--- src/rtl/maxnet_loader.sv ---
// Frame loader and sequencer for the Maxnet core: collects eps,a1..a4, starts the core, waits with timeout, holds the result.
// Optional build macro: LOADER_FPCHECK_EN enables the IEEE-754 frame sanity check in CHECK.
module maxnet_loader #(
    parameter int unsigned TIMEOUT_CYCLES = 1023
) (
    input  logic        clk,
    input  logic        rst,
    input  logic        in_valid,
    input  logic [31:0] in_data,
    output logic        in_ready,
    output logic [31:0] eps,
    output logic [31:0] a1,
    output logic [31:0] a2,
    output logic [31:0] a3,
    output logic [31:0] a4,
    output logic        mx_start,
    input  logic        mx_finish,
    input  logic        mx_overflow,
    input  logic [31:0] mx_out,
    output logic        res_valid,
    output logic [31:0] res_data,
    output logic        res_overflow,
    output logic        res_timeout,
    input  logic        res_ack,
    output logic        busy,
    output logic        frame_err
);

    typedef enum logic [2:0] {
        LOAD  = 3'd0,
        CHECK = 3'd1,
        START = 3'd2,
        WAIT  = 3'd3,
        HOLD  = 3'd4
    } state_t;

    localparam logic [15:0] TMO_LAST = 16'(TIMEOUT_CYCLES - 1);

    state_t      state_reg, state_next;
    logic [2:0]  cnt_reg, cnt_next;
    logic [15:0] tmo_reg, tmo_next;
    logic [31:0] words_reg [0:4];
    logic        ready_en_reg;
    logic [31:0] res_data_reg;
    logic        res_overflow_reg;
    logic        res_timeout_reg;
    logic        accept;
    logic        check_fail;
    logic        cap_finish;
    logic        cap_timeout;

    // in_ready is held low for one cycle after reset releases
    assign in_ready = (state_reg == LOAD) && ready_en_reg;
    assign accept   = in_valid && in_ready;
    assign busy     = (state_reg != LOAD);
    assign mx_start = (state_reg == START);
    assign res_valid = (state_reg == HOLD);

    assign eps = words_reg[0];
    assign a1  = words_reg[1];
    assign a2  = words_reg[2];
    assign a3  = words_reg[3];
    assign a4  = words_reg[4];

    assign res_data     = res_data_reg;
    assign res_overflow = res_overflow_reg;
    assign res_timeout  = res_timeout_reg;

`ifdef LOADER_FPCHECK_EN
    logic [4:0] word_bad;

    // eps must be negative, a1..a4 non-negative, and no word may be Inf/NaN
    generate
        for (genvar gi = 0; gi < 5; gi++) begin : g_fpchk
            if (gi == 0) begin : g_eps
                assign word_bad[gi] = (words_reg[gi][30:23] == 8'hFF) || !words_reg[gi][31];
            end else begin : g_a
                assign word_bad[gi] = (words_reg[gi][30:23] == 8'hFF) || words_reg[gi][31];
            end
        end
    endgenerate

    assign check_fail = |word_bad;
    assign frame_err  = (state_reg == CHECK) && check_fail;
`else
    assign check_fail = 1'b0;
    assign frame_err  = 1'b0;
`endif

    generate
        for (genvar gi = 0; gi < 5; gi++) begin : g_words
            always_ff @(posedge clk) begin
                if (rst) begin
                    words_reg[gi] <= '0;
                end else if (accept && (cnt_reg == 3'(gi))) begin
                    words_reg[gi] <= in_data;
                end
            end
        end
    endgenerate

    always_comb begin
        state_next  = state_reg;
        cnt_next    = cnt_reg;
        tmo_next    = tmo_reg;
        cap_finish  = 1'b0;
        cap_timeout = 1'b0;
        case (state_reg)
            LOAD: begin
                if (accept) begin
                    if (cnt_reg == 3'd4) begin
                        cnt_next   = 3'd0;
                        state_next = CHECK;
                    end else begin
                        cnt_next = cnt_reg + 3'd1;
                    end
                end
            end
            CHECK: begin
                state_next = check_fail ? LOAD : START;
            end
            START: begin
                tmo_next   = '0;
                state_next = WAIT;
            end
            WAIT: begin
                // a finish arriving on the last allowed cycle beats the timeout
                if (mx_finish) begin
                    cap_finish = 1'b1;
                    state_next = HOLD;
                end else if (tmo_reg == TMO_LAST) begin
                    cap_timeout = 1'b1;
                    state_next  = HOLD;
                end else begin
                    tmo_next = tmo_reg + 16'd1;
                end
            end
            HOLD: begin
                if (res_ack) begin
                    state_next = LOAD;
                end
            end
            default: begin
                state_next = LOAD;
                cnt_next   = 3'd0;
            end
        endcase
    end

    always_ff @(posedge clk) begin
        if (rst) begin
            state_reg        <= LOAD;
            cnt_reg          <= 3'd0;
            tmo_reg          <= '0;
            ready_en_reg     <= 1'b0;
            res_data_reg     <= '0;
            res_overflow_reg <= 1'b0;
            res_timeout_reg  <= 1'b0;
        end else begin
            state_reg    <= state_next;
            cnt_reg      <= cnt_next;
            tmo_reg      <= tmo_next;
            ready_en_reg <= 1'b1;
            if (cap_finish) begin
                res_data_reg     <= mx_out;
                res_overflow_reg <= mx_overflow;
                res_timeout_reg  <= 1'b0;
            end else if (cap_timeout) begin
                res_data_reg     <= '0;
                res_overflow_reg <= 1'b0;
                res_timeout_reg  <= 1'b1;
            end
        end
    end

endmodule

--- config.mk ---
export PLATFORM = sky130hd
export DESIGN_NAME = maxnet_loader
export DESIGN_NICKNAME = d
export VERILOG_FILES = /design/src/rtl/maxnet_loader.sv
export SDC_FILE = /design/constraint.sdc
export NUM_CORES = 1
export LEC_CHECK = 0
export ABC_AREA = 1
export BUFFER_PORTS_ARGS = -buffer_cell sky130_fd_sc_hd__buf_2
export CAP_MARGIN = 20
export CORE_ASPECT_RATIO = 2
export CORE_MARGIN = 3
export CORE_UTILIZATION = 40
export DETAILED_ROUTE_END_ITERATION = 8
export PLACE_DENSITY = 0.67
export SYNTH_ARGS = -nofsm -noshare
export SYNTH_HDL_FRONTEND = slang
export SYNTH_SLANG_ARGS = --single-unit
export TNS_END_PERCENT = 50
--- constraint.sdc ---
create_clock -name clk -period 8 [get_ports clk]
set_clock_uncertainty 0.1 [all_clocks]
set_input_delay 0 -clock clk [delete_from_list [all_inputs] [get_ports clk]]
set_output_delay 0 -clock clk [all_outputs]
set_load 0.1 [all_outputs]
==> impl_metrics.toml <==
[timing]
finalSetupViolCount = 0
setup_tns_ns = 0
period_share = 0.3720
tightest_slew_ns = 0.9853
finalHoldViolCount = 0
worst_slack_ns = 5.024
period_needed_ns = 2.976
maxSlewViolCount = 0
max_freq_ghz = 0.3360
slew_headroom = 0.3416
rsz0062_at_grt = "no"

[clock_network]
clkLatencyLatePin_ns = 0.48
cts.sinks = 217
clkTransAtPathRegs_ns = 0.06
ctsResizeCount = 0
clockBufferDepth = 3
cts_root_buffer = "clkbuf_16"
h-tree-depth = 1
cts_tree = "yes"
cts-buffers-inserted = 19

[grt]
grt_pass1_vias = 6773
grt.overflow.total = 0
grt_start_max_net_pins = 43
antenna_found_initial = 0
grt_pass1_wl_mm = 35.60
track_usage = 0.1994

[detailed_routing]
drcViolationCount = 0
ant_nets = 0
route.vias.total = 6702
drt-initial-drc-count = 266
routedWlPerCell_microns = 17.08
drt_pass1_iterations = 4
drt-vias-per-instance = 4.808
drt-total-wl_mm = 23.81

[final_layout]
largest_register_ffs = 160
diodes = 0
nets = 1189
drive_above_1_share = 0.3111
syn_to_final_growth_pct = 32.56

[worst_setup_path]
start_kind = "input port"
path_class = "in -> reg"
cp_top_family = "buffers and inverters"
slowest_delay_ns = 0.96
timing.critical_path.to_type = "flop"
crit_required_ns = 8.01
path_cells = "dlygate4sd3_1, buf_2, clkinv_1, nand2_2"
critPathSlowestCell = "nand2_2"
critPathBufInv = 3
crit_fanout = 42
arrival_ns = 2.98

[power_and_ir_drop]
power.total_uw = 2736
p_per_area_nw_per_um2 = 240.4
peakVddDrop_mv = 0.1633
p_leak_uw = 0.005063

[synthesis]
syn_avg_cell_area_sq_um = 10.95
synthesis.instances = 784
syn_area_sq_um = 8586
synth_nets = 861
yosys_warnings = 0
synth_area_leaders = "edfxtp_1, dfxtp_1, nor2_1"
synth.largest_area_cell = "edfxtp_1"
synth_top_area_share = 0.5596
yosysSeqAreaShare = 0.6925
synthDistinctLibCells = 31
ys_ff_latch = 217

[die]
core_area_sq_um = 21020
start_util = 0.4085
core.rowCount = 75
die_w_microns = 109.6
fp.dieH_microns = 213.2
dieArea_sq_um = 23360
ios = 269

[placed_design]
io_buffers = 267
dp_hpwl_mm = 16.15
pre_cts_slack_ns = 5.090
routabilityCongestion = 0.8947

[job]
drv_cap = 0

[run_status]
status = "complete, no violations"

[min_path]
min_path_type = "in -> reg"
==> stage by stage <==
stage / utilization / hold slack (ns) / instances / cell area, sq um
2_1_floorplan: - / 0.04737 / 784 / 8586
3_3_place_gp: 0.4790 / 0.1534 / 1290 / 10070
3_5_place_dp: 0.4790 / 0.1601 / 1290 / 10070
4_1_cts: 0.5401 / 0.1813 / 1393 / 11350
5_1_grt: 0.5414 / 0.2072 / 1394 / 11380
6_report: 0.5414 / 0.2108 / 1394 / 11380
==> per-layer routing <==
layer | up-vias | share of wire | global-route usage
met4 | 0 | 0.032 | 0.07490
met2 | 268 | 0.57 | 0.3957
li1 | 3197 | - | -
met1 | 3195 | 0.33 | 0.1973
met3 | 42 | 0.065 | 0.03540
met5 | - | 0 | 0
==> power by group <==
group | leakage, uW | switching [uW] | internal, uW
sequential | 0.00212 | 20.4 | 1260
combinational | 0.00266 | 475 | 83.4
clock | 0.000286 | 400 | 494
==> tightest hold or removal path: stages <==
cell and delay [ns]:
dlygate4sd3_1 0.52, buf_2 0.11, nand2_1 0.05, a21oi_1 0.05
==> cell type report <==
class	count	area [sq um]
fillers	1884	9639
flip-flops and latches	217	5946
multi-input cells	462	2165
repair buffers	338	2062
clock buffers	27	525.5
well taps	269	336.6
inverters	74	277.8
clock inverters	7	68.82
==> cell usage after synthesis <==
cell	instances
nor2_1	192
edfxtp_1	160
nand2_1	138
inv_1	67
dfxtp_1	57
a21oi_1	43
nor2_2	15
nand3_1	12
o21ai_0	12
buf_6	11
nand2_2	9
buf_2	8
clkbuf_1	8
ha_1	7
nand4_1	7
inv_2	6
a21oi_2	5
nand3_4	5
buf_4	4
nor3_1	3
nand2_4	2
nor2_4	2
xnor2_1	2
xor2_1	2
a31oi_1	1
clkinv_1	1
conb_1	1
nand4_2	1
nor2_8	1
o31ai_1	1
or2_2	1
==> final timing paths <==
kind,start,endpoint,slack (ns),cells past startpoint
max,rst,words_reg[1][1]$_SDFFCE_PN0P_,5.02,4
min reg2reg,res_data[21]$_SDFFE_PP0P_,res_data[21]$_SDFFE_PP0P_,0.36,2
min,mx_out[23],res_data[23]$_SDFFE_PP0P_,0.21,4
max reg2reg,state_reg[2]$_SDFFE_PP0P_,words_reg[4][11]$_SDFFCE_PN0P_,5.59,7
==> layout by cell type (no fill, tap or decap), types with 6 or more instances in the layout <==
master / synthesis / routed
ha_1: 7 / 7
dlygate4sd3_1: 0 / 69
nor2_2: 15 / 15
a21oi_1: 43 / 43
nand2_1: 138 / 134
dfxtp_1: 57 / 57
nor2_1: 192 / 192
clkbuf_1: 8 / 6
clkbuf_16: 0 / 19
nand3_1: 12 / 11
nand4_1: 7 / 7
o21ai_0: 12 / 11
buf_2: 8 / 267
edfxtp_1: 160 / 160
nand2_2: 9 / 13
inv_2: 6 / 6
inv_1: 67 / 67
==> cell families after synthesis <==
family / count (synthesis) / share of synthesized area
buf+inv: 105 / 0.05844
flops: 217 / 0.6925
xor+xnor: 4 / 0.004081
compound gates: 62 / 0.03877
simple gates: 388 / 0.1956
other cells: 1 / 0.0004368
fa+ha+maj: 7 / 0.01020
==> timing repair <==
action                    in CTS  in global routing
setup buffers                  0                  0
hold buffers                  69                  0
hold endpoints to repair     211                  0
(Power assumes the default switching activity.)
